`src/rtl/uart_bus_pkg.sv`:
```
// Shared command/reply byte codes and FSM state encoding for the UART bus master.
package uart_bus_pkg;

  localparam logic [7:0] CMD_READ  = 8'h52;
  localparam logic [7:0] CMD_WRITE = 8'h57;
  localparam logic [7:0] RSP_OK    = 8'h4B;
  localparam logic [7:0] RSP_ERR   = 8'h45;

  typedef enum logic [2:0] {
    IDLE,
    ADDR,
    WDATA,
    REQ,
    WAIT_RV,
    RESP
  } state_t;

endpackage

```
`src/rtl/uart_bus_master.sv`:
```
// UART-driven single-word bus initiator: parses R/W command frames from the
// receiver byte stream, runs one req/gnt/rvalid transaction and replies over UART.
module uart_bus_master
  import uart_bus_pkg::*;
#(
  parameter int RSP_TIMEOUT   = 1024,
  parameter int FRAME_TIMEOUT = 1000000
) (
  input  logic        clk,
  input  logic        rst_n,
  input  logic        rx_valid_i,
  input  logic [7:0]  rx_data_i,
  output logic        tx_start_o,
  output logic [7:0]  tx_data_o,
  input  logic        tx_busy_i,
  output logic        bus_req_o,
  input  logic        bus_gnt_i,
  input  logic        bus_rvalid_i,
  output logic        bus_we_o,
  output logic [3:0]  bus_be_o,
  output logic [31:0] bus_addr_o,
  output logic [31:0] bus_wdata_o,
  input  logic [31:0] bus_rdata_i,
  input  logic        bus_err_i,
  output logic        busy_o
);

  localparam int RSP_W = $clog2(RSP_TIMEOUT + 1);
  localparam int FRM_W = $clog2(FRAME_TIMEOUT + 1);
  localparam logic [RSP_W-1:0] RSP_LAST = RSP_W'(RSP_TIMEOUT - 1);
  localparam logic [FRM_W-1:0] FRM_LAST = FRM_W'(FRAME_TIMEOUT - 1);

  state_t           state;
  logic             is_write;
  logic [1:0]       byte_idx;
  logic [31:0]      addr_sr;
  logic [31:0]      wdata_sr;
  logic [31:0]      reply_sr;
  logic [2:0]       bytes_left;
  logic             tx_guard;
  logic [RSP_W-1:0] rsp_cnt;
  logic [FRM_W-1:0] frame_cnt;
  logic [31:0]      reply_word;
  logic [2:0]       reply_len;

  assign busy_o      = (state != IDLE);
  assign bus_be_o    = 4'hF;
  assign bus_we_o    = is_write;
  assign bus_addr_o  = {addr_sr[31:2], 2'b00};
  assign bus_wdata_o = wdata_sr;
  assign tx_data_o   = reply_sr[7:0];

  // Busy is checked in the same cycle as the pulse so a byte never launches into a busy transmitter.
  assign tx_start_o = (state == RESP) && (bytes_left != 3'd0) && !tx_guard && !tx_busy_i;

  // Reply chosen at the end of WAIT_RV; anything other than a clean rvalid means 'E'.
  always_comb begin
    reply_word = {24'h0, RSP_ERR};
    reply_len  = 3'd1;
    if (bus_rvalid_i && !bus_err_i) begin
      if (is_write) begin
        reply_word = {24'h0, RSP_OK};
      end else begin
        reply_word = bus_rdata_i;
        reply_len  = 3'd4;
      end
    end
  end

  always_ff @(posedge clk or negedge rst_n) begin
    if (!rst_n) begin
      state      <= IDLE;
      is_write   <= 1'b0;
      byte_idx   <= 2'd0;
      addr_sr    <= 32'h0;
      wdata_sr   <= 32'h0;
      reply_sr   <= 32'h0;
      bytes_left <= 3'd0;
      tx_guard   <= 1'b0;
      rsp_cnt    <= '0;
      frame_cnt  <= '0;
      bus_req_o  <= 1'b0;
    end else begin
      tx_guard <= tx_start_o;
      unique case (state)
        IDLE: begin
          if (rx_valid_i && (rx_data_i == CMD_READ || rx_data_i == CMD_WRITE)) begin
            is_write  <= (rx_data_i == CMD_WRITE);
            byte_idx  <= 2'd0;
            frame_cnt <= '0;
            state     <= ADDR;
          end
        end
        ADDR, WDATA: begin
          if (rx_valid_i) begin
            frame_cnt <= '0;
            byte_idx  <= byte_idx + 2'd1;
            if (state == ADDR) addr_sr  <= {rx_data_i, addr_sr[31:8]};
            else               wdata_sr <= {rx_data_i, wdata_sr[31:8]};
            if (byte_idx == 2'd3) begin
              if (state == ADDR && is_write) begin
                state <= WDATA;
              end else begin
                state     <= REQ;
                bus_req_o <= 1'b1;
              end
            end
          end else if (frame_cnt == FRM_LAST) begin
            state <= IDLE;
          end else begin
            frame_cnt <= frame_cnt + FRM_W'(1);
          end
        end
        REQ: begin
          if (bus_gnt_i) begin
            bus_req_o <= 1'b0;
            rsp_cnt   <= RSP_W'(1);
            state     <= WAIT_RV;
          end
        end
        WAIT_RV: begin
          if (bus_rvalid_i || rsp_cnt == RSP_LAST) begin
            reply_sr   <= reply_word;
            bytes_left <= reply_len;
            state      <= RESP;
          end else begin
            rsp_cnt <= rsp_cnt + RSP_W'(1);
          end
        end
        RESP: begin
          if (bytes_left == 3'd0) begin
            state <= IDLE;
          end else if (tx_start_o) begin
            reply_sr   <= {8'h00, reply_sr[31:8]};
            bytes_left <= bytes_left - 3'd1;
          end
        end
        default: state <= IDLE;
      endcase
    end
  end

endmodule

```
`config.mk`:
```
export PLATFORM = sky130hd
export DESIGN_NAME = uart_bus_master
export DESIGN_NICKNAME = d
export VERILOG_FILES = /design/src/rtl/uart_bus_pkg.sv /design/src/rtl/uart_bus_master.sv
export SDC_FILE = /design/constraint.sdc
export NUM_CORES = 1
export LEC_CHECK = 0
export BUFFER_PORTS_ARGS = -buffer_cell sky130_fd_sc_hd__buf_2
export CORE_AREA = 2 2 100 126
export DETAILED_ROUTE_END_ITERATION = 8
export DIE_AREA = 0 0 102 128
export PLACE_DENSITY = 0.78
export SLEW_MARGIN = 0
export SYNTH_ARGS = -nofsm -noshare
export SYNTH_HDL_FRONTEND = slang
export SYNTH_SLANG_ARGS = --single-unit
```
`constraint.sdc`:
```
create_clock -name clk -period 2.8 [get_ports clk]
set_clock_uncertainty 0.1 [all_clocks]
set_input_delay 0.42 -clock clk [delete_from_list [all_inputs] [get_ports clk]]
set_output_delay 0.42 -clock clk [all_outputs]
set_load 0.02 [all_outputs]
```
==> results.tsv, run 1 <==
stage	metric	value	unit
yosys	Mapped Cells	584	
critical_path	Data required, critical path	2280	ps
layout	nets@finish	747	
pwr	Leak	3.562	nW
sta	worst slew pin tran	678.6	ps
yosys	main combinational cell family by area after synthesis	compound AO/OA/AOI/OAI gates	
floorplan	Die Width	102	µm
layout	n_diodes	0	
yosys	FFs w/ async S/R, synth	100.0	%
grt	grt ovf	0	
sta	post-layout min period	2637	ps
grt	vias in the first global route	4855	
routing	# DRC	0	
critical_path	crit path kind	flop to primary output	
sta	TNS Setup	0	ps
critical_path	CP Data Arrival Time	2120	ps
yosys	Post-Synthesis Cell Area	0.006392	mm²
routing	average wire per standard cell	16.93	µm
routing	Pre-antenna DRT Iters	6	
run_status	status	finished, final reports clean	
floorplan	Starting Density	53.55	%
yosys	multiplexer area fraction after synthesis	11.08	%
place	dpl ws	467.6	ps
flow_run	Max-Cap Viols	0	
grt	first-pass GRT wire length	23830	µm
place	gpl congestion	0.8841	
yosys	Post-Synth XOR/XNOR Area	0.5481	%
sta	RSZ-0062 raised after global routing	no	
yosys	sequential fraction of the synthesis area	53.24	%
yosys	EDFF count, synth	0	
clock_network	CTS buffer count	17	
clock_network	deepest clock path buffer count	2	
yosys	Main synth FF type	dfrtp_1	
sta	final hold slack	122.2	ps
yosys	Netlist cell types	69	
critical_path	critical path, cell by cell	nand3b_4, nor4_2, buf_2	
routing	Vias/cell	5.734	
layout	share of cells above drive strength 1	34.65	%
critical_path	crit-path max FO	16	
clock_network	CTS tree	built	
yosys	Avg Synthesized Cell Area	10.95	µm²
routing	Vias	4994	
routing	Routed Antenna Nets	0	
critical_path	CP endpoint kind	primary output	
place	placed cell areas	0.007086	mm²
pwr	peak supply drop	0.7166	mV
clock_network	H-tree depth	4	
floorplan	Die ar.	0.01306	mm²
grt	GRT Total Usage	23.66	%
floorplan	I/O pins	127	
sta	Tcrit/Tclk final	94.17	%
place	number of port buffers	120	
yosys	Syn. warnings	0	
layout	cell area after layout	0.007674	mm²
routing	Detailed Route Iter0 Violations	351	
floorplan	Core Area	0.01194	mm²
yosys	simple-gate share of the synthesized area	14.27	%
yosys	flops & latches, synth	136	
yosys	Compound-Gate Fraction of Synth Area	15.17	%
pwr	pwr/cell area	1098	mW/mm²
sta	Hold Fails Final Rpt	0	
sta	# setup viols final	0	
clock_network	post-cts sizing count	0	
routing	Total Routed Length	14750	µm
clock_network	Clock Tree Root	clkbuf_16	
sta	Max Fclk	379.2	MHz
yosys	Synth area leader	dfrtp_1	
grt	largest net degree at the start of global routing	54	
critical_path	Worst path slowest cell	dfrtp_1	
sta	final setup margin	163.2	ps
yosys	synth top area cells	dfrtp_1 53%, mux2_2 11%, o21ai_0 4.4%, nand2_1 4.0%, a22oi_1 2.2%	
critical_path	Critical Path Max Stage Delay	730	ps
sta	Slew HR	54.76	%
critical_path	crit path launch type	flop	
floorplan	row count	45	
yosys	area share of the largest cell type after synthesis	53.24	%
min_path	Worst Hold Class	input port to flop	
clock_network	Sink Count	136	
layout	Area Overhead vs Synth	20.04	%
grt	antenna violations before repair	0	
place	DP Wirelength	10310	µm
clock_network	Clock Pin Slew Worst Setup and Hold Paths	60	ps
sta	max-slew violation count	0	
clock_network	Worst-Skew Late Latency	420	ps
floorplan	die span in y	128	µm
yosys	post-synthesis adder-cell area fraction	0.9787	%
## final cells by class
| class | count | area (µm²) |
|---|---|---|
| Fill cell | 944 | 4263 |
| Sequential cell | 136 | 3403 |
| Timing Repair Buffer | 132 | 708.2 |
| Inverter | 12 | 45.04 |
| Clock inverter | 11 | 121.4 |
| Clock buffer | 20 | 456.7 |
| Multi-Input combinational cell | 396 | 2734 |
| Tap cell | 164 | 205.2 |
## layout by cell type, fill, tap and decap left out, drive strengths merged, types with 4 or more instances in the layout
| master | instances |
|---|---|
| inv | 14 |
| a22o | 4 |
| nand2 | 68 |
| o31ai | 7 |
| clkinv | 5 |
| nor2b | 4 |
| and3 | 5 |
| ha | 5 |
| conb | 6 |
| xnor2 | 4 |
| a21oi | 15 |
| clkbuf | 20 |
| a22oi | 19 |
| nand3 | 15 |
| nor3 | 11 |
| nand2b | 8 |
| nor2 | 22 |
| buf | 131 |
| nand4 | 10 |
| nor4 | 5 |
| a31oi | 16 |
| o21ai | 59 |
| mux2 | 62 |
| dfrtp | 136 |
## cells in the mapped netlist, types with 3 or more instances
cell,count
nand2b_1,8
dfrtp_1,136
nor3_1,11
ha_1,5
nand3_1,14
buf_4,17
clkbuf_1,11
nor2b_1,4
a21o_1,3
o21ai_0,56
nand2_1,68
a22o_1,4
nand4_1,9
xnor2_1,4
a21oi_1,13
a221o_1,3
nor4_1,3
mux2_2,62
inv_1,11
and2_1,3
a22oi_1,19
o31ai_1,7
buf_2,15
nor2_1,20
and3_1,5
a31oi_1,16
or3_1,3
and4_1,3
## power by group
group | leakage, nW | switching [mW] | total (mW) | internal (mW)
logic | 1.53 | 1.80 | 3.01 | 1.21
clock network | 0.282 | 0.825 | 2.18 | 1.35
registers | 1.75 | 0.572 | 3.25 | 2.67
total | 3.56 | 3.20 | 8.43 | 5.23
## per-layer routing
metal  routed length [µm]  GRT usage [%]  share of wire [%]
met5                    0              0                  0
met4                  444          11.45                3.0
met3                  846          7.470                5.7
met2                 7622          38.43                 52
met1                 5837          28.40                 40
## metrics by stage
step,std cells,power (mW),util [%]
detailed placement,839,6.258,59.36
finish,871,8.428,64.29
floorplan,588,5.298,-
global route,871,8.876,64.29
CTS,871,8.478,64.29
global placement,839,6.110,59.36
## flip-flops by register name, summed over array words and instances (netlist names)
signal       count
reply_sr        32
rsp_cnt         11
bus_req_o        1
bus_we_o         1
state            3
tx_guard         1
bytes_left       3
bus_wdata_o     32
frame_cnt       20
byte_idx         2
addr_sr         30
## kinds of logic (layout without fill, tap and decap cells)
| logic type | Yosys count | after routing |
|---|---|---|
| AOI/OAI and AO/OA | 148 | 148 |
| xor gates and xnor gates | 4 | 4 |
| adders and majority gates | 5 | 5 |
| buffers and inverters | 56 | 175 |
| DFF | 136 | 136 |
| muxes | 63 | 63 |
| other | 2 | 6 |
| and+or+nand+nor | 170 | 170 |
## path summary, 6_finish.rpt
check	end	slack (ps)	from	depth (start not counted)
min reg2reg	tx_guard	370	tx_guard	1
min	tx_guard	120	tx_busy_i	2
max in group asynchronous	addr_sr[12]	1250	rst_n	3
max reg2reg	reply_sr[5]	490	state[0]	6
min in group asynchronous	rsp_cnt[0]	470	rst_n	2
max	tx_start_o	160	state[0]	3
## critical path, delay by kind of cell (launching register included)
kind                   cells  cell delay (ps)
buffers and inverters      1              290
AND/OR/NAND/NOR            2              670
flip-flops                 1              730
## what timing repair did
item / CTS / global route
endpoints found under the hold margin: 49 / 0
buffers inserted: 0 / 0
hold buffers: 1 / 0
Note: power is estimated with default switching activity, not from simulation.
==> inputs of run 2 (changes only) <==
--- a/config.mk
+++ b/config.mk
@@ -6,9 +6,9 @@
 export NUM_CORES = 1
 export LEC_CHECK = 0
 export BUFFER_PORTS_ARGS = -buffer_cell sky130_fd_sc_hd__buf_2
-export CORE_AREA = 2 2 100 126
+export CORE_AREA = 2 2 143 89
 export DETAILED_ROUTE_END_ITERATION = 8
-export DIE_AREA = 0 0 102 128
+export DIE_AREA = 0 0 145 91
 export PLACE_DENSITY = 0.78
 export SLEW_MARGIN = 0
 export SYNTH_ARGS = -nofsm -noshare
==> run 2 against run 1 <==
Effect of this change: utilization grew 0.60 points; hold slack lost 120 ps; die area grew 1.1%; clock power shrank 2%; critical path depth is the same; combinational power is essentially flat; global-route usage is essentially flat; via count grew 0.70%; first-iteration DRC count grew 19%; critical path type unchanged; critical endpoint unchanged.
==> results.tsv, run 2 (same netlist as run 1, synthesis figures left out) <==
stage	metric	value	unit	change
run_status	status	finished, final reports clean		unchanged
layout	commonest non-fill, non-tap cells in the layout	136 x dfrtp_1, 119 x buf_2, 68 x nand2_1		unchanged
grt	first-pass GRT wire length	24930	µm	was 23,830 µm
grt	grt ovf	0		unchanged
sta	Max Fclk	374.5	MHz	was 379.2 MHz
routing	# DRC	0		unchanged
sta	TNS Setup	0	ps	unchanged
clock_network	Worst-Skew Late Latency	420	ps	about the same
clock_network	Post-CTS Setup Repair Bufs	0		unchanged
grt	GR Util met2	36.79	%	was 38.43%
clock_network	Sink Count	136		unchanged
place	gpl congestion	0.8843		was 0.8841
critical_path	Worst path slowest cell	dfrtp_1		unchanged
clock_network	CTS buffer count	17		unchanged
layout	share of cells above drive strength 1	34.84	%	was 34.65%
sta	RSZ-0062 raised after global routing	no		unchanged
pwr	NetSw	3.334	mW	was 3.197 mW
grt	GRT busiest layer	met2		unchanged
routing	Pre-antenna DRT Iters	7		was 6
place	placed cell areas	0.007104	mm²	was 0.007086 mm²
pwr	Power, Total	8.417	mW	was 8.428 mW
clock_network	CTS tree	built		unchanged
layout	Area Overhead vs Synth	20.08	%	was 20.04%
place	number of port buffers	120		unchanged
grt	antenna violations before repair	0		unchanged
critical_path	Critical Path Max Stage Delay	750	ps	was 730 ps
grt	GRT Total Usage	23.65	%	was 23.66%
sta	post-layout min period	2670	ps	was 2637 ps
floorplan	I/O pins	127		unchanged
clock_network	deepest clock path buffer count	2		unchanged
critical_path	R2R setup slack	370	ps	was 490 ps
sta	worst slew pin tran	826.2	ps	was 678.6 ps
sta	# setup viols final	0		unchanged
pwr	pwr/cell area	1097	mW/mm²	was 1098 mW/mm²
routing	Total Routed Length	15030	µm	was 14,750 µm
sta	Hold Fails Final Rpt	0		unchanged
sta	Slew HR	44.92	%	was 54.76%
floorplan	Die ar.	0.01320	mm²	was 0.01306 mm²
clock_network	Clock Tree Root	clkbuf_16		unchanged
critical_path	CP Data Arrival Time	2150	ps	was 2120 ps
routing	Routed Antenna Nets	0		unchanged
critical_path	Largest delay share family, worst path	flip-flops		unchanged
routing	Vias	5029		was 4,994
routing	Detailed Route Iter0 Violations	419		was 351
critical_path	RR Endpoint	reply_sr[27]		was reply_sr[5]
critical_path	CP endpoint kind	primary output		unchanged
grt	routing usage on met3	5.427	%	was 7.470%
pwr	Clock Power Share	25.3	%	was 25.8%
layout	nets@finish	745		was 747
clock_network	Hold-fix buffers, CTS	0		was 1
pwr	internal power	5.082	mW	was 5.231 mW
floorplan	Starting Density	54.03	%	was 53.55%
floorplan	die span in y	91	µm	was 128 µm
place	DP Wirelength	10520	µm	was 10,310 µm
grt	largest net degree at the start of global routing	63		was 54
critical_path	crit path kind	flop to primary output		unchanged
grt	vias in the first global route	4785		was 4,855
sta	max-slew violation count	0		unchanged
grt	GR met1 Demand/Resource	33.28	%	was 28.40%
critical_path	Reg2Reg Depth	6		unchanged
clock_network	H-tree depth	4		unchanged
critical_path	CP bufs+invs	1		unchanged
pwr	Leak	3.557	nW	was 3.562 nW
pwr	combinational share of power	36.1	%	was 35.7%
pwr	Seq pwr share	38.5	%	about the same
critical_path	crit path launch type	flop		unchanged
floorplan	Core Area	0.01183	mm²	was 0.01194 mm²
floorplan	row count	31		was 45
clock_network	post-cts sizing count	0		unchanged
critical_path	critical path, cell by cell	nand3b_4, nor4_2, buf_2		unchanged
critical_path	crit-path max FO	16		unchanged
critical_path	Data required, critical path	2280	ps	about the same
critical_path	Reg-to-Reg Start	state[0]		unchanged
layout	most common cell after layout, fill and taps aside	dfrtp_1		unchanged
sta	Tcrit/Tclk final	95.37	%	was 94.17%
pwr	peak supply drop	0.5653	mV	was 0.7166 mV
floorplan	Die Width	145	µm	was 102 µm
pwr	Sw Share	39.62	%	was 37.93%
routing	average wire per standard cell	17.24	µm	was 16.93 µm
clock_network	Clock Pin Slew Worst Setup and Hold Paths	60	ps	about the same
layout	cell area after layout	0.007676	mm²	was 0.007674 mm²
min_path	Worst Hold Class	input port to async pin		was input port to flop
routing	Vias/cell	5.767		was 5.734
flow_run	Max-Cap Viols	0		unchanged
-- run 2: cell count changes in the layout (fill, tap and decap cells not counted) --
cell,change
bufinv_16,-2
buf_12,+2
diode_2,+1
buf_4,-3
inv_8,+4
inv_6,+3
clkbuf_1,-1
clkinv_2,-4
clkinv_4,+2
clkbuf_8,-1
dlygate4sd3_1,-1
-- run 2: final cells by class --
type	instances	area [µm²]
Fill cell	887	4154
Timing Repair Buffer	130	715.7
Clock inverter	14	130.1
Tap cell	165	206.4
Antenna cell	1	2.502
Sequential cell	136	3403
Multi-Input combinational cell	396	2734
Inverter	12	45.04
Clock buffer	18	439.2
-- run 2: worst max path at each step --
stage / slack (ps) / startpoint / to / cells after the start
after floorplan: 690 / state[1] / bytes_left[2] / 7
after global placement: 550 / state[0] / reply_sr[7] / 5
after detailed placement: 430 / state[0] / reply_sr[31] / 5
after CTS: 150 / state[0] / tx_start_o / 3
after global routing: 20 / state[0] / tx_start_o / 3
final: 130 / state[0] / tx_start_o / 3
-- run 2: through the flow --
stage	util (%)	setup slack, ps	hold slack (ps)	std cells
floorplan	-	691.6	24.41	588
global placement	60.05	554.2	340.2	839
detailed placement	60.05	432.5	338.0	839
CTS	64.87	149.4	35.44	871
global route	64.87	22.66	76.21	871
finish	64.89	129.6	0.6049	872
-- run 2: worst reg2reg max path, stage by stage, from the launching register on --
cell and delay (ps):
dfrtp_1 750, nor2_2 160, and2_1 300, o21ai_4 590
buf_12 270, nand2_1 100, o21ai_0 80
-- run 2: power groups by stage --
stage                     logic, mW  registers, mW  clock network [mW]
after floorplan                1.68           3.62                   0
after global placement         2.94           3.20                   0
after detailed placement       3.03           3.26                   0
after CTS                      3.05           3.23                2.16
after global routing           3.30           3.35                2.26
final                          3.04           3.24                2.13
-- run 2: per-layer routing --
| layer | wire length [µm] | up-vias | part of all wire, % |
|---|---|---|---|
| met5 | 0 | - | 0 |
| met4 | 166 | 0 | 1.1 |
| met3 | 1074 | 16 | 7.1 |
| met2 | 6937 | 192 | 46 |
| met1 | 6854 | 2477 | 46 |
| li1 | - | 2344 | - |
==> inputs of run 3 (changes only) <==
--- a/config.mk
+++ b/config.mk
@@ -5,10 +5,11 @@
 export SDC_FILE = /design/constraint.sdc
 export NUM_CORES = 1
 export LEC_CHECK = 0
+export ABC_CLOCK_PERIOD_IN_PS = 2750
 export BUFFER_PORTS_ARGS = -buffer_cell sky130_fd_sc_hd__buf_2
-export CORE_AREA = 2 2 143 89
+export CORE_AREA = 5 5 146 92
 export DETAILED_ROUTE_END_ITERATION = 8
-export DIE_AREA = 0 0 145 91
+export DIE_AREA = 0 0 151 97
 export PLACE_DENSITY = 0.78
 export SLEW_MARGIN = 0
 export SYNTH_ARGS = -nofsm -noshare
==> constraint.sdc (replaced) <==
create_clock -name clk -period 2.75 [get_ports clk]
set_clock_uncertainty 0.1 [all_clocks]
set_input_delay 0.4125 -clock clk [delete_from_list [all_inputs] [get_ports clk]]
set_output_delay 0.4125 -clock clk [all_outputs]
set_load 0.02 [all_outputs]
==> run 3 against run 2 <==
Effect of this change: setup slack better by 43 ps; first-iteration DRC count is 11% higher; routed wire length rose by 2.2%; sequential cell count unchanged; critical path depth rose by 1; largest cell class unchanged; total power is 1.7% higher; design area up 0.11%; cell count is 0.23% higher; via count about the same; largest power group unchanged; hold slack improved by 120 ps; die area is 11% higher; combinational power up 2%.
==> results.tsv, run 3 (same netlist as run 1, synthesis figures left out) <==
stage	metric	value	unit	change
critical_path	crit path launch	state[0]		unchanged
place	placed cell areas	0.007107	mm²	was 0.007104 mm²
sta	RSZ-0062 raised after global routing	no		unchanged
grt	largest net degree at the start of global routing	71		was 63
routing	average wire per standard cell	17.58	µm	was 17.24 µm
floorplan	die span in y	97	µm	was 91 µm
critical_path	Largest delay share family, worst path	simple AND/OR/NAND/NOR gates		was flip-flops
clock_network	Clock Tree Root	clkbuf_16		unchanged
layout	n_diodes	0		was 1
layout	final cell count without fillers	874		was 872
place	DP Wirelength	11170	µm	was 10,520 µm
clock_network	CTS tree	built		unchanged
sta	worst slew pin tran	718.3	ps	was 826.2 ps
clock_network	deepest clock path buffer count	2		unchanged
routing	Vias	5034		was 5,029
flow_run	Max-Cap Viols	0		unchanged
clock_network	Clock Pin Slew Worst Setup and Hold Paths	60	ps	about the same
clock_network	Worst-Skew Late Latency	420	ps	about the same
clock_network	Sink Count	136		unchanged
critical_path	RR Endpoint	frame_cnt[18]		was reply_sr[27]
grt	vias in the first global route	4943		was 4,785
routing	Pre-antenna DRT Iters	6		was 7
clock_network	Post-CTS Setup Repair Bufs	0		unchanged
routing	Total Routed Length	15360	µm	was 15,030 µm
place	number of port buffers	120		unchanged
grt	first-pass GRT wire length	25240	µm	was 24,930 µm
floorplan	Starting Density	53.86	%	was 54.03%
clock_network	CTS buffer count	17		unchanged
routing	Detailed Route Iter0 Violations	465		was 419
sta	Max Fclk	388.0	MHz	
critical_path	crit-path max FO	11		was 16
pwr	peak supply drop	0.5414	mV	was 0.5653 mV
sta	max-slew violation count	0		unchanged
sta	post-layout min period	2577	ps	
sta	# setup viols final	0		unchanged
critical_path	Worst path slowest cell	dfrtp_1		unchanged
min_path	Worst Hold Class	input port to flop		was input port to async pin
grt	grt ovf	0		unchanged
grt	GRT Total Usage	21.53	%	was 23.65%
pwr	pwr/cell area	1113	mW/mm²	was 1097 mW/mm²
critical_path	Worst Setup EP	tx_start_o		unchanged
critical_path	CP Data Arrival Time	2060	ps	was 2150 ps
critical_path	Critical Path Max Stage Delay	550	ps	was 750 ps
layout	share of cells above drive strength 1	34.98	%	was 34.84%
layout	Area Overhead vs Synth	20.22	%	was 20.08%
run_status	status	finished, final reports clean		unchanged
pwr	Leak	3.560	nW	was 3.557 nW
critical_path	CP endpoint kind	primary output		unchanged
critical_path	critical path, cell by cell	buf_4, nand3b_4, nor4_2, buf_2		was nand3b_4, nor4_2, buf_2
critical_path	Data required, critical path	2240	ps	was 2280 ps
floorplan	Core Area	0.01187	mm²	was 0.01183 mm²
critical_path	R2R setup slack	470	ps	was 370 ps
critical_path	crit path kind	flop to primary output		unchanged
sta	TNS Setup	0	ps	unchanged
layout	cell area after layout	0.007685	mm²	was 0.007676 mm²
critical_path	Reg2Reg Depth	6		unchanged
place	gpl congestion	0.9492		was 0.8843
sta	Slew HR	51.74	%	was 44.92%
layout	nets@finish	748		was 745
critical_path	Reg-to-Reg Start	frame_cnt[0]		was state[0]
floorplan	row count	31		unchanged
floorplan	Die ar.	0.01465	mm²	was 0.01320 mm²
critical_path	critical path depth	4		was 3
layout	most common cell after layout, fill and taps aside	dfrtp_1		unchanged
sta	Hold Fails Final Rpt	0		unchanged
place	Placed Instances	841		was 839
sta	Tcrit/Tclk final	93.72	%	
critical_path	CP bufs+invs	2		was 1
routing	Vias/cell	5.760		was 5.767
clock_network	H-tree depth	4		unchanged
routing	# DRC	0		unchanged
floorplan	I/O pins	127		unchanged
layout	commonest non-fill, non-tap cells in the layout	136 x dfrtp_1, 119 x buf_2, 68 x nand2_1		unchanged
routing	Routed Antenna Nets	0		unchanged
critical_path	crit path launch type	flop		unchanged
grt	antenna violations before repair	0		unchanged
floorplan	Die Width	151	µm	was 145 µm
[run 3: layout make-up]
| type | instances | area, µm² |
|---|---|---|
| clock buffers | 18 | 439.2 |
| clock inverters | 14 | 128.9 |
| fillers | 939 | 4184 |
| inverters | 12 | 45.04 |
| multi-input cells | 396 | 2734 |
| flip-flops and latches | 136 | 3403 |
| well taps | 165 | 206.4 |
| repair buffers | 133 | 728.2 |
[run 3: per-layer routing]
metal	GRT usage, %	wire length [µm]
met5	0	0
met4	6.894	230
met3	6.539	1200
met2	32.42	7060
met1	29.84	6870
[run 3: timing repair]
action	in CTS	in global routing
endpoints found under the setup margin	0	0
endpoints found under the hold margin	47	0
gates resized for setup	0	0
hold buffers	1	0
[run 3: power by group]
part	switching (mW)	total [mW]	internal, mW
Clock	0.952	2.17	1.21
Combinational	1.87	3.11	1.24
Sequential	0.563	3.28	2.72
Total	3.38	8.56	5.17
[run 3: worst min-delay path by stage]
| stage | startpoint | endpoint | slack, ps | cells after the start |
|---|---|---|---|---|
| 3_3_place_gp | tx_guard | tx_guard | 340 | 1 |
| 4_1_cts | tx_busy_i | tx_guard | 120 | 2 |
| 5_1_grt | tx_busy_i | tx_guard | 120 | 2 |
| 3_5_place_dp | tx_guard | tx_guard | 360 | 1 |
| 6_report | tx_busy_i | tx_guard | 120 | 2 |
| 2_1_floorplan | rst_n | addr_sr[10] | 20 | 0 |
[run 3: stage by stage]
stage               setup slack (ps)  power, mW  hold WS, ps  utilization, %
floorplan                      641.6      5.395        16.91               -
CTS                            163.9      8.608        115.9           64.75
detailed placement             573.7      6.426        362.9           59.88
global route                   31.49      9.074        120.9           64.75
finish                         172.7      8.557        121.5           64.75
global placement               621.4      6.263        343.3           59.88
